File: src/rtl/pipe_div_pkg.sv
// Shared types and elaboration helpers for the pipelined integer divider.
// Stage widths vary per instance, so the width-independent part of the payload lives here.
package pipe_div_pkg;

    localparam int MIN_DEND_W = 2;
    localparam int MIN_SOR_W  = 1;
    localparam int MIN_TAG_W  = 1;
    localparam int MIN_BPS    = 1;

    // Per-operation sideband carried down the whole pipe next to the datapath.
    typedef struct packed {
        logic q_neg;
        logic r_neg;
        logic dz;
        logic ovf;
    } div_flags_t;

    function automatic int div_latency(input int dend_w, input int bps);
        return dend_w / bps + 2;
    endfunction

    function automatic bit div_params_ok(input int dend_w, input int sor_w, input int bps,
                                         input int signed_en, input int tag_w);
        bit ok;
        ok = (dend_w >= MIN_DEND_W) && (sor_w >= MIN_SOR_W) && (sor_w <= dend_w) &&
             (tag_w >= MIN_TAG_W) && (bps >= MIN_BPS) && (bps <= dend_w) &&
             ((signed_en == 0) || (signed_en == 1));
        if (ok) begin
            ok = ((dend_w % bps) == 0);
        end
        return ok;
    endfunction

endpackage

File: src/rtl/pipe_div_stage.sv
// One restoring-division iteration stage: retires BITS_PER_STAGE quotient bits per cycle
// through a combinational chain of compare/subtract sub-steps, then registers the result.
module pipe_div_stage
    import pipe_div_pkg::*;
#(
    parameter int DEND_W         = 16,
    parameter int SOR_W          = 10,
    parameter int BITS_PER_STAGE = 1,
    parameter int TAG_W          = 4
) (
    input  logic              r_clk,
    input  logic              r_rst_n,
    input  logic              en,
    input  logic              in_valid,
    input  logic [SOR_W-1:0]  in_rem,
    input  logic [DEND_W-1:0] in_dq,
    input  logic [SOR_W-1:0]  in_sor,
    input  div_flags_t        in_flags,
    input  logic [TAG_W-1:0]  in_tag,
    output logic              out_valid,
    output logic [SOR_W-1:0]  out_rem,
    output logic [DEND_W-1:0] out_dq,
    output logic [SOR_W-1:0]  out_sor,
    output div_flags_t        out_flags,
    output logic [TAG_W-1:0]  out_tag
);

    // dq holds the unconsumed dividend bits at the top and the quotient bits
    // produced so far at the bottom; each sub-step shifts one across.
    logic [SOR_W-1:0]  rem_c;
    logic [DEND_W-1:0] dq_c;
    logic [SOR_W:0]    trial;
    logic              qbit;

    always_comb begin
        rem_c = in_rem;
        dq_c  = in_dq;
        trial = '0;
        qbit  = 1'b0;
        for (int b = 0; b < BITS_PER_STAGE; b++) begin
            trial = {rem_c, dq_c[DEND_W-1]};
            if (trial >= {1'b0, in_sor}) begin
                trial = trial - {1'b0, in_sor};
                qbit  = 1'b1;
            end else begin
                qbit  = 1'b0;
            end
            rem_c = trial[SOR_W-1:0];
            dq_c  = {dq_c[DEND_W-2:0], qbit};
        end
    end

    always_ff @(posedge r_clk or negedge r_rst_n) begin
        if (!r_rst_n) begin
            out_valid <= 1'b0;
            out_rem   <= '0;
            out_dq    <= '0;
            out_sor   <= '0;
            out_flags <= '0;
            out_tag   <= '0;
        end else if (en) begin
            out_valid <= in_valid;
            if (in_valid) begin
                out_rem   <= rem_c;
                out_dq    <= dq_c;
                out_sor   <= in_sor;
                out_flags <= in_flags;
                out_tag   <= in_tag;
            end
        end
    end

endmodule

File: src/rtl/pipe_div_ext.sv
// Fully pipelined signed/unsigned integer divider with tag, dz/ovf flags and a global
// valid/ready stall: input stage, DEND_W/BITS_PER_STAGE iteration stages, output stage.
module pipe_div_ext
    import pipe_div_pkg::*;
#(
    parameter int DEND_W         = 16,
    parameter int SOR_W          = 10,
    parameter int BITS_PER_STAGE = 1,
    parameter int SIGNED_EN      = 1,
    parameter int TAG_W          = 4
) (
    input  logic              r_clk,
    input  logic              r_rst_n,
    input  logic              valid_i,
    output logic              ready_o,
    input  logic              signed_i,
    input  logic [DEND_W-1:0] dividend_i,
    input  logic [SOR_W-1:0]  divisor_i,
    input  logic [TAG_W-1:0]  tag_i,
    output logic              valid_o,
    input  logic              ready_i,
    output logic [DEND_W-1:0] quotient_o,
    output logic [SOR_W-1:0]  remainder_o,
    output logic              dz_o,
    output logic              ovf_o,
    output logic [TAG_W-1:0]  tag_o
);

    if (!div_params_ok(DEND_W, SOR_W, BITS_PER_STAGE, SIGNED_EN, TAG_W)) begin : g_bad_params
        $error("pipe_div_ext: illegal parameter set");
    end

    localparam int N_STAGES = DEND_W / BITS_PER_STAGE;
    localparam logic [DEND_W-1:0] MOST_NEG = {1'b1, {(DEND_W-1){1'b0}}};

    // Handshake: an operation enters when valid_i & ready_o and leaves when
    // valid_o & ready_i; whenever en is low every stage, bubbles included, holds.
    logic en;
    assign en      = ~valid_o | ready_i;
    assign ready_o = en;

    logic              stg_valid [N_STAGES+1];
    logic [SOR_W-1:0]  stg_rem   [N_STAGES+1];
    logic [DEND_W-1:0] stg_dq    [N_STAGES+1];
    logic [SOR_W-1:0]  stg_sor   [N_STAGES+1];
    div_flags_t        stg_flags [N_STAGES+1];
    logic [TAG_W-1:0]  stg_tag   [N_STAGES+1];

    logic              sgn_mode;
    logic              in_dz;
    logic              in_ovf;
    logic              dend_neg;
    logic              sor_neg;
    logic [DEND_W-1:0] dend_mag;
    logic [SOR_W-1:0]  sor_mag;
    div_flags_t        in_flags;

    // A zero divisor runs the raw dividend through unsigned: the restoring chain then
    // yields an all-ones quotient and leaves dividend[SOR_W-1:0] as the remainder.
    always_comb begin
        sgn_mode = (SIGNED_EN != 0) && signed_i;
        in_dz    = (divisor_i == '0);
        dend_neg = sgn_mode && dividend_i[DEND_W-1] && !in_dz;
        sor_neg  = sgn_mode && divisor_i[SOR_W-1];
        in_ovf   = sgn_mode && (dividend_i == MOST_NEG) && (divisor_i == '1);
        dend_mag = dend_neg ? -dividend_i : dividend_i;
        sor_mag  = sor_neg ? -divisor_i : divisor_i;
        in_flags       = '0;
        in_flags.q_neg = dend_neg ^ sor_neg;
        in_flags.r_neg = dend_neg;
        in_flags.dz    = in_dz;
        in_flags.ovf   = in_ovf;
    end

    assign stg_rem[0] = '0;

    always_ff @(posedge r_clk or negedge r_rst_n) begin
        if (!r_rst_n) begin
            stg_valid[0] <= 1'b0;
            stg_dq[0]    <= '0;
            stg_sor[0]   <= '0;
            stg_flags[0] <= '0;
            stg_tag[0]   <= '0;
        end else if (en) begin
            stg_valid[0] <= valid_i;
            if (valid_i) begin
                stg_dq[0]    <= dend_mag;
                stg_sor[0]   <= sor_mag;
                stg_flags[0] <= in_flags;
                stg_tag[0]   <= tag_i;
            end
        end
    end

    for (genvar s = 0; s < N_STAGES; s++) begin : g_stage
        pipe_div_stage #(
            .DEND_W        (DEND_W),
            .SOR_W         (SOR_W),
            .BITS_PER_STAGE(BITS_PER_STAGE),
            .TAG_W         (TAG_W)
        ) u_stage (
            .r_clk    (r_clk),
            .r_rst_n  (r_rst_n),
            .en       (en),
            .in_valid (stg_valid[s]),
            .in_rem   (stg_rem[s]),
            .in_dq    (stg_dq[s]),
            .in_sor   (stg_sor[s]),
            .in_flags (stg_flags[s]),
            .in_tag   (stg_tag[s]),
            .out_valid(stg_valid[s+1]),
            .out_rem  (stg_rem[s+1]),
            .out_dq   (stg_dq[s+1]),
            .out_sor  (stg_sor[s+1]),
            .out_flags(stg_flags[s+1]),
            .out_tag  (stg_tag[s+1])
        );
    end

    logic [DEND_W-1:0] q_fin;
    logic [SOR_W-1:0]  r_fin;

    // Truncating division: quotient carries the XOR sign, remainder the dividend's sign.
    always_comb begin
        q_fin = stg_flags[N_STAGES].q_neg ? -stg_dq[N_STAGES]  : stg_dq[N_STAGES];
        r_fin = stg_flags[N_STAGES].r_neg ? -stg_rem[N_STAGES] : stg_rem[N_STAGES];
    end

    always_ff @(posedge r_clk or negedge r_rst_n) begin
        if (!r_rst_n) begin
            valid_o     <= 1'b0;
            quotient_o  <= '0;
            remainder_o <= '0;
            dz_o        <= 1'b0;
            ovf_o       <= 1'b0;
            tag_o       <= '0;
        end else if (en) begin
            valid_o <= stg_valid[N_STAGES];
            if (stg_valid[N_STAGES]) begin
                quotient_o  <= q_fin;
                remainder_o <= r_fin;
                dz_o        <= stg_flags[N_STAGES].dz;
                ovf_o       <= stg_flags[N_STAGES].ovf;
                tag_o       <= stg_tag[N_STAGES];
            end
        end
    end

endmodule

File: config.mk
export PLATFORM = sky130hd
export DESIGN_NAME = pipe_div_ext
export DESIGN_NICKNAME = d
export VERILOG_FILES = /design/src/rtl/pipe_div_pkg.sv /design/src/rtl/pipe_div_stage.sv /design/src/rtl/pipe_div_ext.sv
export SDC_FILE = /design/constraint.sdc
export NUM_CORES = 2
export LEC_CHECK = 0
export ABC_AREA = 1
export CORE_UTILIZATION = 65
export DETAILED_ROUTE_END_ITERATION = 16
export PLACE_DENSITY = 0.83
export SKIP_LAST_GASP = 1
export SLEW_MARGIN = 15
export SYNTH_ARGS = -nofsm -noshare
export SYNTH_HDL_FRONTEND = slang
export SYNTH_SLANG_ARGS = --single-unit
File: constraint.sdc
create_clock -name r_clk -period 3.2 [get_ports r_clk]
set_clock_uncertainty 0.05 [all_clocks]
set_input_delay 0.96 -clock r_clk [delete_from_list [all_inputs] [get_ports r_clk]]
set_output_delay 0.96 -clock r_clk [all_outputs]
set_load 0.05 [all_outputs]
# Yosys cells after proc, flatten, opt, wreduce, memory -nomap -nowiden
# Index checks and enable logic that the tools add are counted.
# totals
ff_bits	778
in_bits	35
out_inout_bits	34
# classes
addsub	20
order_cmp	16
n_eq_ne	2
mux	36
bitwise	3
n_reduce_logical	25
# op_table
cell	count
10-bit two-way mux	18
11-bit by 10-bit >= comparator with 1-bit output	15
10-bit subtractor	15
2-bit AND reduction	18
16-bit two-way mux	2
16-bit negator	2
10-bit negator	2
16-bit == test (second input constant)	1
1-bit two-way mux	16
10-bit == test (second input constant)	1
1-bit by 10-bit >= comparator with 1-bit output	1
10-bit zero test	1
1-bit by 10-bit subtractor with 10-bit output	1
1-bit logical AND	5
1-bit zero test	1
1-bit NOT	1
1-bit bitwise OR	1
1-bit XOR	1

# Depth between registers and ports, before layout
# logic_depth
depth_word	4
mapped_depth	15

# By module
# From an unflattened synthesis, not the netlist that was laid out.
# unflattened
hier_cells	5757
hier_area_um2	43436.7
# modules_own_cells
mod	instances	cells_per_inst	area_each_um2	seq_area_each_um2
pipe_div_stage (g_stage[0].u_stage ...)	15	325	2469.9	1126.1
pipe_div_ext	1	557	3922.5	1701.6
pipe_div_stage (g_stage[15].u_stage)	1	325	2466.1	1126.1

# Least setup slack after synthesis
# No wires, ideal clock.
# synth_timing
kind	in2out
startpoint	input ready_i
endpoint	output ready_o
arrival_ns	1.899
setup_slack_ns	0.291
cell_stages	4
cell_sequence	nor2_4 inv_1 clkbuf_1 clkbuf_1
# synth_between
elab_chain_cells	1
# synth_rtl
element	line_no	rtl
start: declaration	pipe_div_ext.sv:21	input logic ready_i,
1-bit bitwise OR	pipe_div_ext.sv:39	assign en = ~valid_o | ready_i;
end: declaration	pipe_div_ext.sv:15	output logic ready_o,
# Every way passes these cells.

# Worst setup path in the final report
# Ends and elaborated chain as after synthesis.

==> flow_summary.yaml <==
critical_path:
  path_cells: "clkdlybuf4s50_1 > nor2_4 > inv_1 > buf_4"
  cp_top_family: "buffers and inverters"
  crit_path_start_kind: "primary input"
  cp_data_arrival_time_ns: 1.90
  worst-endpoint-required_ns: 2.19
  cpMaxStageDelayCell: "clkdlybuf4s50_1"
  crit_buf_inv: 3
  worstSetupPathType: "primary input to output pin"
  max_stage_delay_ns: 0.50
  cp_max_fo: 4
  end_kind: "output pin"
finish:
  nets: 5326
  final_cell_mix: "nand2_1, dfrtp_1, inv_1"
  final_layout_size_suffix_gt1_frac: 0.0565
  area_growth_syn_to_layout_pct: 12.1
  nFillCells: 4268
  antenna_cells: 0
  mostFrequentLayoutCell: "nand2_1"
yosys:
  synth_fp_nets: 5242
  syn_area_per_cell_um2: 7.81
  yosysTopAreaCell: "dfrtp_1"
  syn-instance-count: 5035
  netlist_area_mm2: 0.0393
  ys_types: 42
  synth_warnings: 0
  yosysSeqAreaShare: 0.495
  synth_area_leaders: "dfrtp_1, nand2_1, ha_1"
  synth_top_area_frac: 0.495
  synth_edf_count: 0
  async_flop_share: 1.00
  ys.flop_type: "dfrtp_1"
  synth_seq_cells: 778
timing:
  fmax_mhz: 344
  maxSlewHeadroom: 0.605
  drv_slew: 0
  fin_crit_ns: 2.91
  rsz0062_at_grt: "no"
  whs_ns: 0.249
  finalSetupTns_ns: 0
  final-setup-viol-count: 0
  finalHoldViolations: 0
  finalCritPeriodShare: 0.910
  worstMarginPinSlew_ns: 0.591
clock_tree:
  postCtsResizedCells: 0
  root_buffer: "clkbuf_16"
  numCtsBuffers: 81
  cts_tree: "done"
  clkSlewWorstSetupHoldPaths_ns: 0.07
  postCtsSetupBuffers: 0
  h-tree-depth: 3
  clock_latency_ns: 0.63
  cts_sinks: 778
  cts_buffer_depth: 3
  cts_hold_buf: 0
floorplanning:
  core_area_mm2: 0.0594
  ioPinCount: 69
  die_h_um: 248
  fp.dieW_um: 248
  die_area_mm2: 0.0615
  start_util: 0.663
  rows: 89
pwr:
  peakVddDrop_v: 0.000616
  power_density_mw_per_mm2: 1150
  p_leak_nw: 23.2
drt:
  route.detailed.drc: 0
  antenna_left: 0
  vias: 32700
  wire_per_inst_um: 15.5
  detail_route.first_pass.iterations: 6
  first_iter_violations: 2260
  via_per_inst: 5.49
  drt_wl_total_um: 92300
grt:
  grt_use_total: 0.311
  grt_pass1_vias: 32400
  antenna_found_initial: 0
  gr-total-overflow: 0
  grt_pass1_wl_um: 155000
  grt_max_degree: 89
outcome:
  status: "completed"
run:
  maxCapViolCount: 0
placement:
  routabilityCongestion: 0.911
  portBuffers: 68
  place_hpwl_um: 64000
worst_hold_path:
  hp-class: "primary input to asynchronous set/reset pin"
[area by class of cell]
cell class / count / area, um2 / share of cell area
Clock buffer: 114 / 2370 / 0.0538
Clock inverter: 32 / 541 / 0.0123
Inverter: 529 / 1990 / 0.0450
Multi-Input combinational cell: 3564 / 17100 / 0.389
Sequential cell: 778 / 19500 / 0.442
Tap cell: 773 / 967 / 0.0219
Timing Repair Buffer: 165 / 1620 / 0.0368
[registers in the layout (all words and copies together) (netlist names)]
| register | cells |
|---|---|
| dz_o | 1 |
| g_stage.u_stage.out_dq | 256 |
| g_stage.u_stage.out_flags | 64 |
| g_stage.u_stage.out_rem | 160 |
| g_stage.u_stage.out_sor | 150 |
| g_stage.u_stage.out_tag | 64 |
| g_stage.u_stage.out_valid | 16 |
| ovf_o | 1 |
| quotient_o | 16 |
| remainder_o | 10 |
| stg_dq | 16 |
| stg_flags | 4 |
| stg_sor | 10 |
| stg_tag | 4 |
| stg_valid | 1 |
| tag_o | 4 |
| valid_o | 1 |
[per-layer routing]
| metal | track usage | part of all wire | vias to the layer above | routed length, um |
|---|---|---|---|---|
| met1 | 0.393 | 0.42 | 15700 | 38600 |
| met2 | 0.545 | 0.51 | 761 | 47100 |
| met3 | 0.0385 | 0.037 | 225 | 3450 |
| met4 | 0.117 | 0.035 | 0 | 3220 |
| li1 | - | - | 16000 | - |
| met5 | 0 | 0 | - | 0 |
[per-stage QoR]
step,power [W],util,cell area [um2],std cells,setup WS [ns]
after floorplan,0.0340,-,39300,5035,0.291
after global placement,0.0393,0.694,41200,5809,0.307
after detailed placement,0.0400,0.694,41200,5809,0.233
after CTS,0.0507,0.743,44100,5955,0.294
after global routing,0.0550,0.743,44100,5955,0.258
final,0.0507,0.743,44100,5955,0.289
[power by group]
| part | internal, W | total [W] | leakage [nW] | switching (W) |
|---|---|---|---|---|
| combinational | 0.00849 | 0.0242 | 11.6 | 0.0158 |
| sequential | 0.0135 | 0.0162 | 10.2 | 0.00270 |
| clock | 0.00624 | 0.0102 | 1.42 | 0.00397 |
[path summary, 6_finish.rpt]
| path | from | to | slack, ns | cells after the start |
|---|---|---|---|---|
| max reg2reg | g_stage[5].u_stage.out_sor[2] | g_stage[6].u_stage.out_rem[8] | 0.81 | 10 |
| min | r_rst_n | g_stage[8].u_stage.out_sor[2] | 0.25 | 1 |
| min in group r_clk | g_stage[7].u_stage.out_dq[15] | g_stage[8].u_stage.out_rem[0] | 0.41 | 2 |
| min reg2reg | g_stage[7].u_stage.out_dq[15] | g_stage[8].u_stage.out_rem[0] | 0.41 | 2 |
| max in group asynchronous | r_rst_n | g_stage[0].u_stage.out_tag[1] | 1.93 | 2 |
| max | ready_i | ready_o | 0.29 | 4 |
[kinds of logic after synthesis]
logic type,after synthesis,synth area share
simple gates,2837,0.294
flops,778,0.495
buf+inv,693,0.0705
compound gates,455,0.0608
fa+ha+maj,172,0.0576
xor+xnor,100,0.0223
[synthesized netlist by cell type (13+ instances only)]
cell type / n
nand2_1: 2121
dfrtp_1: 778
inv_1: 515
nand3_1: 362
o21ai_0: 245
nor2_1: 190
ha_1: 157
a21oi_1: 89
xor2_1: 84
buf_2: 78
o21ai_1: 74
clkbuf_1: 68
nand4_1: 57
nor3_1: 30
nand3b_1: 23
xnor2_1: 16
fa_1: 15
nor2_2: 14
o21bai_1: 14
inv_2: 13
[worst reg2reg max path: cells and delay by family (launching register included)]
family / cells / cell delay (ns)
and+or+nand+nor: 8 / 1.46
adders and majority gates: 1 / 0.37
DFF: 1 / 0.36
buffers and inverters: 1 / 0.08
Power figures use the tool's default switching activity.
